===== config.mk =====
export PLATFORM = sky130hd
export DESIGN_NAME = pipe_hazard_ctrl
export DESIGN_NICKNAME = d
export VERILOG_FILES = /design/src/rtl/pipe_hazard_ctrl.sv
export SDC_FILE = /design/constraint.sdc
export NUM_CORES = 1
export LEC_CHECK = 0
export BUFFER_PORTS_ARGS = -buffer_cell sky130_fd_sc_hd__buf_2
export CAP_MARGIN = 0
export CORE_ASPECT_RATIO = 1.5
export CORE_UTILIZATION = 44
export DETAILED_ROUTE_END_ITERATION = 8
export PLACE_DENSITY_LB_ADDON = 0.15
export SLEW_MARGIN = 10
export SYNTH_ARGS = -nofsm -noshare
export SYNTH_HDL_FRONTEND = slang
export SYNTH_SLANG_ARGS = --single-unit

===== constraint.sdc =====
create_clock -name clk -period 1.7 [get_ports clk]
set_input_delay 0.255 -clock clk [delete_from_list [all_inputs] [get_ports clk]]
set_output_delay 0.255 -clock clk [all_outputs]
set_load 0.02 [all_outputs]

===== src/rtl/pipe_hazard_ctrl.sv =====
// Hazard and sequencing controller for the five-stage core: stage enables, flush/NOP
// injection, decode-stage forwarding selects, halt drain and a saturating bubble counter.
module pipe_hazard_ctrl #(
    parameter int DRAIN_CYCLES = 3,
    parameter int CNT_W        = 16
) (
    input  logic             clk,
    input  logic             rst,
    input  logic [2:0]       id_rs,
    input  logic [2:0]       id_rt,
    input  logic             id_rs_vld,
    input  logic             id_rt_vld,
    input  logic             id_halt,
    input  logic [2:0]       ex_wr_reg,
    input  logic [2:0]       mem_wr_reg,
    input  logic             ex_reg_wrt,
    input  logic             mem_reg_wrt,
    input  logic             ex_mem_rd,
    input  logic             ex_redirect,
    input  logic             imem_stall,
    input  logic             dmem_stall,
    output logic             pc_en,
    output logic             ifid_en,
    output logic             idex_en,
    output logic             exmem_en,
    output logic             memwb_en,
    output logic             ifid_flush,
    output logic             idex_nop,
    output logic             EXFWD1_D,
    output logic             EXFWD2_D,
    output logic             MEMFWD1_D,
    output logic             MEMFWD2_D,
    output logic             halted,
    output logic [CNT_W-1:0] bubble_cnt
);

    typedef enum logic [1:0] {RUN, DRAIN, HALTED} state_t;

    localparam logic [1:0] DRAIN_INIT = 2'(DRAIN_CYCLES);

    state_t     state;
    logic [1:0] dcnt;

    logic hx1, hx2, hm1, hm2, lu;
    logic halt_go;

    assign hx1 = id_rs_vld & ex_reg_wrt  & (ex_wr_reg  == id_rs);
    assign hx2 = id_rt_vld & ex_reg_wrt  & (ex_wr_reg  == id_rt);
    assign hm1 = id_rs_vld & mem_reg_wrt & (mem_wr_reg == id_rs);
    assign hm2 = id_rt_vld & mem_reg_wrt & (mem_wr_reg == id_rt);
    assign lu  = ex_mem_rd & (hx1 | hx2);

    // A load in EX cannot forward yet; the stall lets it reach MEM first.
    assign EXFWD1_D  = hx1 & ~ex_mem_rd;
    assign EXFWD2_D  = hx2 & ~ex_mem_rd;
    assign MEMFWD1_D = hm1 & ~hx1;
    assign MEMFWD2_D = hm2 & ~hx2;

    assign halted = (state == HALTED);

    always_comb begin
        // NOTE: every output gets a default first so no path through the case infers a latch.
        pc_en      = 1'b1;
        ifid_en    = 1'b1;
        idex_en    = 1'b1;
        exmem_en   = 1'b1;
        memwb_en   = 1'b1;
        ifid_flush = 1'b0;
        idex_nop   = 1'b0;
        halt_go    = 1'b0;
        unique case (state)
            RUN: begin
                if (dmem_stall) begin
                    {pc_en, ifid_en, idex_en, exmem_en, memwb_en} = '0;
                end else if (ex_redirect) begin
                    ifid_flush = 1'b1;
                    idex_nop   = 1'b1;
                end else if (lu) begin
                    pc_en    = 1'b0;
                    ifid_en  = 1'b0;
                    idex_nop = 1'b1;
                end else if (imem_stall) begin
                    pc_en      = 1'b0;
                    ifid_flush = 1'b1;
                end else if (id_halt) begin
                    pc_en   = 1'b0;
                    ifid_en = 1'b0;
                    halt_go = 1'b1;
                end
            end
            DRAIN: begin
                pc_en    = 1'b0;
                ifid_en  = 1'b0;
                idex_nop = 1'b1;
                if (dmem_stall) begin
                    {idex_en, exmem_en, memwb_en} = '0;
                end
            end
            default: begin
                {pc_en, ifid_en, idex_en, exmem_en, memwb_en} = '0;
            end
        endcase
    end

    // NOTE: sequential state uses non-blocking assignments so all registers update together.
    always_ff @(posedge clk or posedge rst) begin
        if (rst) begin
            state      <= RUN;
            dcnt       <= '0;
            bubble_cnt <= '0;
        end else begin
            unique case (state)
                RUN: begin
                    if (halt_go) begin
                        state <= DRAIN;
                        dcnt  <= DRAIN_INIT;
                    end
                    if ((idex_nop | ifid_flush) && !dmem_stall && (bubble_cnt != '1)) begin
                        bubble_cnt <= bubble_cnt + 1'b1;
                    end
                end
                DRAIN: begin
                    if (!dmem_stall) begin
                        dcnt <= dcnt - 2'd1;
                        if (dcnt == 2'd1) begin
                            state <= HALTED;
                        end
                    end
                end
                default: begin
                    state <= HALTED;
                end
            endcase
        end
    end

endmodule


==> impl_metrics.ini <==
[floorplanning]
dieWidth_um = 47.0
std_cell_rows = 24
start_util_pct = 46.3
io_pins = 51
dieArea_um2 = 3260
core_um2 = 2880
die_h_um = 69.4

[outcome]
status = finished, violations left
violations = setup timing

[global_route]
antenna_found_initial = 0
grt_max_degree = 21
grt_pass1_wl_mm = 6.30
track_usage_pct = 27.4
overflow = 0
grt_pass1_vias = 1437

[power]
p_leak_nw = 1.14
power_density_nw_per_um2 = 1120
total_power_mw = 2.72
vdd_drop_max_mv = 0.965

[sta]
setup_viol = 22
slew_headroom_pct = 76.8
fin_ws_ns = -0.270
fin_setup_tns_ns = -3.40
final_max_slew_viol_count = 0
worst_pin_slew_ns = 0.348
fin_crit_ns = 1.97
finalHoldViolCount = 0
fmax_ghz = 0.508
rsz0062_at_grt = yes
fin_skew_ns = 0.00559
timing.final.crit_share_pct = 116

[critical_path]
cp_data_required_time_ns = 1.89
worstPathMaxFanout = 5
crit_path_end_kind = register
arrival_ns = 2.16
ff2ff_path_depth = 6
critPathKind = in -> reg
start_kind = primary input

[layout]
area_delta_synth_final_pct = 81.3
diodes = 0
fillers = 165
multiInputGateArea_um2 = 1110
nets = 256
regArea_um2 = 500
stdcell_count = 269
layout-drive-gt1-share_pct = 62.6

[synthesis]
avgSynthCellArea_um2 = 9.88
synth_area_um2 = 1330
synthTopCellsByArea = dfrtp_1 (38%), xor2_1 (16%), nor4_4 (4.8%), nand2_1 (3.9%), nor2_1 (3.1%)
synthCells = 135
yosysTopAreaCell = dfrtp_1
synth-seq-cells = 20
ys_seq_area_share_pct = 37.5
synth_top_area_share_pct = 37.5
ys_types = 34
synth_fp_nets = 160
synth_warnings = 0

[route]
drt_first_pass_iters = 4
drtIter0Drc = 45
routedWlPerCell_um = 19.3
vias = 1495
drc = 0
wirelength_mm = 5.19
ant_nets = 0
vias_per_cell = 5.56

[clocking]
cts_tree = yes
cts-root-buf = clkbuf_8
clk_pin_slew_ns = 0.08
cts_buffers = 3
htree_levels = 1
cts.sinks = 20
clockBufferDepth = 2
clk_latency_ns = 0.27

[job]
maxCapViolCount = 0

[place]
routabilityCongestion = 0.833
io_buffers = 50
hpwl_mm = 2.70
dp.cells = 252

[min_path]
hold_class = in -> async
[state kept, by name (all words and copies together), names as in the netlist]
signal / flops
dcnt: 2
state: 2
bubble_cnt: 16
[cell usage in the layout (no fill, tap or decap), types with 3 or more instances in the layout]
| master | netlist | layout |
|---|---|---|
| dfrtp_1 | 20 | 20 |
| xor2_4 | 0 | 4 |
| buf_2 | 0 | 40 |
| nor3_4 | 0 | 5 |
| and3_1 | 3 | 3 |
| clkbuf_8 | 0 | 3 |
| nor4_4 | 3 | 9 |
| nor2_1 | 11 | 8 |
| nand2_1 | 14 | 12 |
| xor2_1 | 25 | 19 |
| buf_4 | 2 | 44 |
| nand3_1 | 7 | 7 |
| buf_6 | 1 | 7 |
| inv_1 | 5 | 5 |
[routing by layer]
metal	GRT usage, %	wire length, um
met5	0	0
met1	27.0	1690
met3	3.65	238
met2	50.5	2990
met4	14.0	271
[Yosys cell counts]
cell / instances
xnor2_1: 2
o21ai_2: 1
a41oi_1: 1
nor3_1: 7
clkbuf_1: 1
a21o_1: 1
buf_4: 2
inv_1: 5
a21oi_4: 1
nor4_4: 3
nor4_1: 6
nand4_1: 1
a31o_2: 2
a31oi_1: 1
dfrtp_1: 20
or2_2: 1
or3_1: 1
xor2_1: 25
nand3_1: 7
o22a_1: 1
ha_1: 2
buf_6: 1
buf_1: 1
and3_1: 3
nor2_1: 11
nor4_2: 2
or4_4: 2
nor2b_1: 2
o21ai_1: 1
a2111oi_4: 1
mux2_1: 2
nand2_1: 14
a21oi_1: 3
nor3b_2: 1
[worst max-delay path, stage by stage]
cell,delay (ns)
buf_2,0.13
nand2_4,0.06
buf_4,0.13
or4_4,0.57
a21oi_4,0.17
a2111oi_4,0.08
buf_6,0.15
buf_4,0.13
buf_8,0.13
nor3b_4,0.19
xor2_1,0.16
[per-stage QoR]
stage	worst slack [ns]	utilization [%]	hold slack [ns]	instance area, um2
finish	-0.270	83.9	0.00491	2420
global route	-0.365	83.9	0.0403	2420
CTS	-0.212	77.5	0.0153	2230
detailed placement	-0.707	65.4	0.298	1880
global placement	-0.597	65.4	0.285	1880
floorplan	-0.181	-	0.219	1360
[cell type report]
cell class	count	share of cell area [%]
multi-input cells	106	46.0
repair buffers	95	27.6
flip-flops and latches	20	20.7
well taps	39	2.02
clock buffers	3	1.71
clock inverters	1	1.24
inverters	5	0.776
[report_power, final]
group	switching, mW	internal, mW
combinational	0.855	0.681
sequential	0.0909	0.613
clock	0.163	0.315
[cell families after synthesis]
group	share of synthesized area [%]
xor+xnor	17.7
fa+ha+maj	1.88
simple gates	28.1
flops	37.5
compound gates	9.10
buf+inv	3.94
mux	1.69
[final timing paths]
kind                                              end  slack [ns]                       from
max in group asynchronous   bubble_cnt[2]$_DFFE_PP0P_        1.48                        rst
setup reg to reg           bubble_cnt[14]$_DFFE_PP0P_       -0.17  bubble_cnt[0]$_DFFE_PP0P_
hold / removal              bubble_cnt[6]$_DFFE_PP0P_       0.005                        rst
min in group clk                  dcnt[1]$_DFFE_PP0P_        0.45                 dmem_stall
setup / recovery            bubble_cnt[2]$_DFFE_PP0P_       -0.27                 ex_reg_wrt
hold reg to reg                   dcnt[1]$_DFFE_PP0P_        0.50        dcnt[1]$_DFFE_PP0P_
[timing repair]
item                                    in CTS  in global routing
setup buffers                                9                  3
gates resized for setup                     39                 32
hold buffers                                 0                  0
endpoints found under the setup margin      20                 22
pin swaps                                   22                 14
cloned                                       1                  1
(Power assumes the default switching activity.)
